`src/rtl/x7seg_share_ctrl.sv`:
```
// x7seg_share_ctrl: round-robin sharing of one x7seg driver among four requesters (optional blanking gap via X7SEG_CTRL_BLANK_EN)
module x7seg_share_ctrl #(
  parameter int         HOLD_CYCLES  = 25000000,
  parameter logic [7:0] IDLE_VAL     = 8'h00,
  parameter int         BLANK_CYCLES = 2
) (
  input  logic        clk,
  input  logic        clr,
  input  logic [3:0]  req,
  input  logic [31:0] data,
  output logic [3:0]  ack,
  output logic        busy,
  output logic [7:0]  disp_x,
  output logic [1:0]  disp_src,
  output logic        disp_blank
);
  localparam int CW = (HOLD_CYCLES > 1) ? $clog2(HOLD_CYCLES) : 1;
`ifdef X7SEG_CTRL_BLANK_EN
  localparam int GW = (BLANK_CYCLES > 1) ? $clog2(BLANK_CYCLES) : 1;
  typedef enum logic [1:0] {IDLE, SHOW, GAP} state_t;
`else
  typedef enum logic {IDLE, SHOW} state_t;
`endif
  state_t        r_state, w_state_n;
  logic [1:0]    r_ptr, w_ptr_n, w_ptr_arb;
  logic [CW-1:0] r_cnt, w_cnt_n;
  logic [7:0]    r_x, w_x_n;
  logic [1:0]    r_src, w_src_n;
  logic          r_busy, w_busy_n;
  logic [3:0]    r_ack, w_ack_n;
  logic          w_arb;
  logic [3:0]    w_mask;
  logic [2:0]    w_pick;
`ifdef X7SEG_CTRL_BLANK_EN
  logic [GW-1:0] r_gcnt, w_gcnt_n;
  logic          r_blank, w_blank_n;
`endif
  // first set request bit scanning upward from p (wrapping); {found, index}
  function automatic logic [2:0] pick(input logic [3:0] r, input logic [1:0] p);
    logic [2:0] w;
    logic [1:0] idx;
    w = 3'b000;
    for (int i = 3; i >= 0; i--) begin
      idx = p + 2'(i);
      if (r[idx]) w = {1'b1, idx};
    end
    return w;
  endfunction
  // next-state: window countdown, window-end ack, and arbitration when a new window may start
  always_comb begin
    w_state_n = r_state;
    w_ptr_n   = r_ptr;
    w_cnt_n   = r_cnt;
    w_x_n     = r_x;
    w_src_n   = r_src;
    w_busy_n  = r_busy;
    w_ack_n   = '0;
    w_arb     = 1'b0;
    w_ptr_arb = r_ptr;
    w_mask    = '0;
`ifdef X7SEG_CTRL_BLANK_EN
    w_gcnt_n  = r_gcnt;
    w_blank_n = 1'b0;
`endif
    case (r_state)
      IDLE: w_arb = 1'b1;
      SHOW:
        if (r_cnt == '0) begin
          w_ack_n = 4'b0001 << r_src;
          w_ptr_n = r_src + 2'd1;
`ifdef X7SEG_CTRL_BLANK_EN
          w_state_n = GAP;
          w_x_n     = IDLE_VAL;
          w_busy_n  = 1'b0;
          w_blank_n = 1'b1;
          w_gcnt_n  = GW'(BLANK_CYCLES - 1);
`else
          w_arb     = 1'b1;
          w_ptr_arb = r_src + 2'd1;
          w_mask    = 4'b0001 << r_src;
`endif
        end else begin
          w_cnt_n = r_cnt - 1'b1;
        end
`ifdef X7SEG_CTRL_BLANK_EN
      GAP:
        if (r_gcnt == '0) begin
          w_arb = 1'b1;
        end else begin
          w_gcnt_n  = r_gcnt - 1'b1;
          w_blank_n = 1'b1;
        end
`endif
      default: ;
    endcase
    w_pick = pick(req & ~w_mask, w_ptr_arb);
    if (w_arb) begin
      if (w_pick[2]) begin
        w_state_n = SHOW;
        w_x_n     = data[8*w_pick[1:0] +: 8];
        w_src_n   = w_pick[1:0];
        w_busy_n  = 1'b1;
        w_cnt_n   = CW'(HOLD_CYCLES - 1);
      end else begin
        w_state_n = IDLE;
        w_x_n     = IDLE_VAL;
        w_busy_n  = 1'b0;
      end
    end
  end
  // state and output registers; clr clears immediately and drops any pending ack
  always_ff @(posedge clk or posedge clr) begin
    if (clr) begin
      r_state <= IDLE;
      r_ptr   <= '0;
      r_cnt   <= '0;
      r_x     <= IDLE_VAL;
      r_src   <= '0;
      r_busy  <= 1'b0;
      r_ack   <= '0;
`ifdef X7SEG_CTRL_BLANK_EN
      r_gcnt  <= '0;
      r_blank <= 1'b0;
`endif
    end else begin
      r_state <= w_state_n;
      r_ptr   <= w_ptr_n;
      r_cnt   <= w_cnt_n;
      r_x     <= w_x_n;
      r_src   <= w_src_n;
      r_busy  <= w_busy_n;
      r_ack   <= w_ack_n;
`ifdef X7SEG_CTRL_BLANK_EN
      r_gcnt  <= w_gcnt_n;
      r_blank <= w_blank_n;
`endif
    end
  end
  assign ack      = r_ack;
  assign busy     = r_busy;
  assign disp_x   = r_x;
  assign disp_src = r_src;
`ifdef X7SEG_CTRL_BLANK_EN
  assign disp_blank = r_blank;
`else
  assign disp_blank = (BLANK_CYCLES < 0);
`endif
endmodule

```
`config.mk`:
```
export PLATFORM = sky130hd
export DESIGN_NAME = x7seg_share_ctrl
export DESIGN_NICKNAME = d
export VERILOG_FILES = /design/src/rtl/x7seg_share_ctrl.sv
export SDC_FILE = /design/constraint.sdc
export NUM_CORES = 1
export LEC_CHECK = 0
export CAP_MARGIN = 5
export CORE_ASPECT_RATIO = 1.25
export CORE_MARGIN = 4
export CORE_UTILIZATION = 54
export DETAILED_ROUTE_END_ITERATION = 10
export PLACE_DENSITY_LB_ADDON = 0.12
export SLEW_MARGIN = 15
export SYNTH_ARGS = -nofsm -noshare
export SYNTH_HDL_FRONTEND = slang
export SYNTH_SLANG_ARGS = --single-unit
```
`constraint.sdc`:
```
create_clock -name clk -period 8.8 [get_ports clk]
set_clock_uncertainty 0.15 [all_clocks]
set_input_delay 0.88 -clock clk [delete_from_list [all_inputs] [get_ports clk]]
set_output_delay 0.88 -clock clk [all_outputs]
set_load 0.01 [all_outputs]
```
# Yosys cells after proc, flatten, opt, wreduce, memory -nomap -nowiden

Index checks and enable logic that the tools add are counted.

Output and inout port bits: 16
Register bits: 42
Input port bits: 38

Shift-type cells: 2
Order comparisons: 4
Reduce and logical (&&, ||, !) cells: 2
Bitwise operators: 3
Muxes and demuxes: 24
$add $sub $neg: 5

Operator list:

| cell                                                        | number |
|---|---|
| 2-to-1 mux 25 bit                                           | 4 |
| variable part select 32 x 6 -> 8 bit                        | 1 |
| zero test 25 bit                                            | 1 |
| subtractor 25 x 1 -> 25 bit (second input constant)         | 1 |
| less-than comparator 2 x 3 -> 1 bit (second input constant) | 4 |
| 2-to-1 mux 3 bit                                            | 4 |
| binary-select mux 1 bit (select 2 bit)                      | 4 |
| 2-to-1 mux 4 bit                                            | 2 |
| 2-to-1 mux 8 bit                                            | 1 |
| 2-to-1 mux 1 bit                                            | 6 |
| adder 2 x 1 -> 2 bit (second input constant)                | 2 |
| adder 2 bit (second input constant)                         | 2 |
| bitwise AND 4 bit                                           | 1 |
| 2-to-1 mux 2 bit                                            | 2 |
| inverter 4 bit                                              | 1 |
| left shift 1 x 2 -> 4 bit (first input constant)            | 1 |
| one-hot mux 1 bit (2 select lines)                          | 1 |
| AND reduction 2 bit                                         | 1 |
| inverter 1 bit                                              | 1 |

# Depth between registers and ports, before layout

Word-level depth: 13
Gate-level depth with buffers: 13
Mapped depth without buffers: 10

# Least setup slack after synthesis

OpenSTA, ideal clock, no wires.

Path type: register -> register
From: register r_cnt[0]
To: register r_x[0], in the netlist disp_x[0]
Arrival time: 3.079 ns
Stages on the path, launching flop included: 13
Buffers on the path: 2
Path slack: 5.450 ns
Clock period less this slack: 3.350 ns
Data required time: 8.529 ns
Path through: dfrtp_1 -> inv_1 -> ha_1 -> or3b_1 -> clkbuf_1 -> nor4_2 -> buf_4 -> a31oi_1 -> nor3_1 -> a2bb2oi_2 -> a21oi_4 -> mux4_2 -> a22o_1

Cells in the longest elaborated chain, start to end: 13
Elaborated cells on any way between the ends: 26
Classes of those cells: add/sub (3); shift (1); mux (19); bitwise (2); reduce/logical (1)

Ends and longest elaborated chain:

| item                                                 | line | RTL |
|---|---|---|
| start, declared                                      | 26   | `logic [CW-1:0] r_cnt, w_cnt_n;` |
| start signal, assigned                               | 128  | `r_cnt <= w_cnt_n;` |
| zero test 25 bit (*)                                 | 68   | `if (r_cnt == '0) begin` |
| branches (longest 12 deep; another with adder 2 bit) | n/a  |  |
| end signal, assigned                                 | 129  | `r_x <= w_x_n;` |
| end, declared                                        | 27   | `logic [7:0] r_x, w_x_n;` |

Every way passes the cells marked *. The select of a mux whose other input is x is not followed.
A chain may end at the register's enable or synchronous reset.

# Final worst setup path

From: register r_cnt[0]
To: register r_x[7], in the netlist disp_x[7]

The elaborated chain is that of the path after synthesis.

==> out/qor.txt <==
die height: 82.9 um
r2r startpoint: r_cnt[0]$_DFF_PP0_
Pwr Total: 0.410 mW
Critical Path RT: 8.82 ns
# rows: 27
Post-Syn Nets: 276
Fin Setup TNS: 0 ns
Sw Share: 26.0%
root buffer cell: clkbuf_8
Crit path arrival time: 4.09 ns
hold depth: 2
Rel. slew slack: 39.4%
Clock transition at path regs: 0.08 ns
R2R cell count: 10
synth top area cells: dfrtp_1 (43%), mux4_2 (7.4%), nand2_1 (3.4%), a22o_1 (2.9%), a31oi_1 (2.6%)
GRT overflow: 0
Starting Density: 55.2%
min-delay src: r_cnt[7]$_DFF_PP0_
num ports: 54
ys async rst share: 100%
status: completed
synth warn: 0
die footprint: 5640 um^2
vias in the first global route: 1,964
clock share of power: 31.0%
final worst-path cycle share: 46.3%
Longest Clk Path Bufs: 2
Top FF cell, synth: dfrtp_1
worst skew pair latency: 0.29 ns
RSZ-0062 raised after global routing: false
CP Depth: 10
cts bufs inserted: 5
Slowest cell on crit path: nor4_2
Final Setup Violations: 0
Worst Hold Path EP: r_cnt[7]$_DFF_PP0_
Layout fillers: 341
Worst R2R Setup Slack: 4.72 ns
crit-path max cell delay: 0.80 ns
DR WL/cell: 16.2 um
Yosys top cell area share: 43.3%
Top delay family on crit path: simple AND/OR/NAND/NOR gates
Post-CTS Setup Inserts: 0
die width: 68.0 um
Port Buffers: 52
GRT Overall Usage: 20.5%
sequential area share after synthesis: 43.3%
count of pins over their slew limit: 0
Commonest cells post-synth: dfrtp_1 (42), nand2_1 (22), inv_1 (14)
core area: 4390 um^2
crit path cell chain: inv_1, ha_1, or3b_1, nor4_2, a31oi_1, nor3_1, a2bb2oi_2, a21oi_4, mux4_2, a22o_1
cell taking the most area after synthesis: dfrtp_1
max-capacitance violation count: 0
Psw: 0.106 mW
vias post-DR: 2,007
DRC violations left: 0
drt initial violations: 216
global-route wire length before repair: 8910 um
Hold/Removal Path Class: flip-flop to flip-flop
TritonRoute pass-1 iters: 4
largest net degree at the start of global routing: 43
Seq pwr share: 55.1%
VDD IR-drop max: 0.0710 mV
H-tree depth: 2
Area Overhead vs Synth: 26.6%
Antenna Nets Post-Route: 0
CP max FO: 11
Final Hold Vio Count: 0
antenna cells: 0
Reg area: 1050 um^2
Fmax achieved: 245 MHz
power density of the placed cells: 133 nW/um^2
worst-margin pin slew: 0.906 ns
Synth Register Bits: 42
hold buffer count at cts: 0
startpoint types: flip-flop
reg2reg end: disp_x[7]$_DFFE_PP0N_
clock period minus worst slack: 4.08 ns
WP buf/inv: 1
GPL Wtd Cong: 0.866
Gates resized, CTS repair: 0
Mean Syn Cell Area: 10.4 um^2
total clock sinks: 42
Via density: 5.85
Pint: 0.303 mW
initial antenna violation count: 0
hpwl dp: 4140 um
Critical Path Sink Type: flip-flop
mapped cell area: 2430 um^2
Netlist cell types: 55
Nets: 327
EDFF count, synth: 0
area of the multi-input gates: 1280 um^2
count leader, synth: dfrtp_1
Logic pwr share: 13.9%
drt total wl: 5540 um
fraction of layout cells with a size suffix above 1: 14.0%
WS Path Type: flip-flop to flip-flop
Static Leak: 1.20 nW
TritonCTS clock tree: built
Post-Synthesis Cells: 233
[final cells by class]
cell class,count,area share (%)
multi-input cells,168,41.5
flip-flops and latches,42,34.2
repair buffers,53,17.2
clock buffers,7,2.81
well taps,58,2.36
inverters,14,1.71
clock inverters,1,0.163
[state kept, by name, summed over array words and instances, names as in the netlist]
signal and cells:
ack 4, busy 1, disp_src 2, disp_x 8, r_cnt 25, r_ptr 2
[stage by stage]
| stage | utilization [%] | hold slack, ns | worst slack, ns | instance area (um^2) | std cells |
|---|---|---|---|---|---|
| after CTS | 69.9 | 0.363 | 4.76 | 3070 | 343 |
| after global routing | 69.9 | 0.386 | 4.51 | 3070 | 343 |
| final | 69.9 | 0.366 | 4.72 | 3070 | 343 |
| after global placement | 67.9 | 0.336 | 4.94 | 2980 | 335 |
| after detailed placement | 67.9 | 0.341 | 4.77 | 2980 | 335 |
| after floorplan | - | 0.305 | 5.45 | 2430 | 233 |
[how the worst max path moves through the flow]
stage               slack (ns)               endpoint               start
finish                    4.72  disp_x[7]$_DFFE_PP0N_  r_cnt[0]$_DFF_PP0_
detailed placement        4.77  disp_x[7]$_DFFE_PP0N_  r_cnt[0]$_DFF_PP0_
global placement          4.94  disp_x[6]$_DFFE_PP0N_  r_cnt[0]$_DFF_PP0_
global route              4.51  disp_x[7]$_DFFE_PP0N_  r_cnt[0]$_DFF_PP0_
floorplan                 5.45  disp_x[0]$_DFFE_PP0N_  r_cnt[0]$_DFF_PP0_
CTS                       4.76  disp_x[7]$_DFFE_PP0N_  r_cnt[0]$_DFF_PP0_
[cell families after synthesis]
logic type | after synthesis | share of synthesized area (%)
simple gates | 85 | 20.7
compound gates | 58 | 17.6
buf+inv | 23 | 4.07
flops | 42 | 43.3
mux | 10 | 8.30
xor+xnor | 9 | 3.25
fa+ha+maj | 5 | 2.58
other cells | 1 | 0.155
[routing by layer]
| metal | track usage (%) | wire length, um |
|---|---|---|
| met1 | 25.9 | 2260 |
| met2 | 33.2 | 2780 |
| met3 | 6.22 | 440 |
| met4 | 5.61 | 62 |
| met5 | 0 | 0 |
[worst min-delay path, cell delays in order, from the launching register on]
cell	delay [ns]
dfrtp_1	0.37
nand2_1	0.06
nand2_1	0.06
[cells in the final DEF, fill, tap and decap left out, types with 7 or more instances in the layout]
cell	n
nor2_1	11
xnor2_1	7
nor3_1	10
inv_1	14
a31oi_1	10
a21oi_1	11
nand2_1	22
o21ai_0	12
nand3_1	8
dfrtp_1	42
clkdlybuf4s50_1	52
mux4_2	8
a22o_1	8
[power by group through the flow]
| stage | combinational [mW] | sequential [mW] | clock [mW] |
|---|---|---|---|
| finish | 0.0571 | 0.226 | 0.127 |
| floorplan | 0.0349 | 0.224 | 0 |
| CTS | 0.0576 | 0.225 | 0.131 |
| detailed placement | 0.0575 | 0.228 | 0 |
| global route | 0.0632 | 0.227 | 0.139 |
| global placement | 0.0555 | 0.228 | 0 |
(Power assumes the default switching activity.)
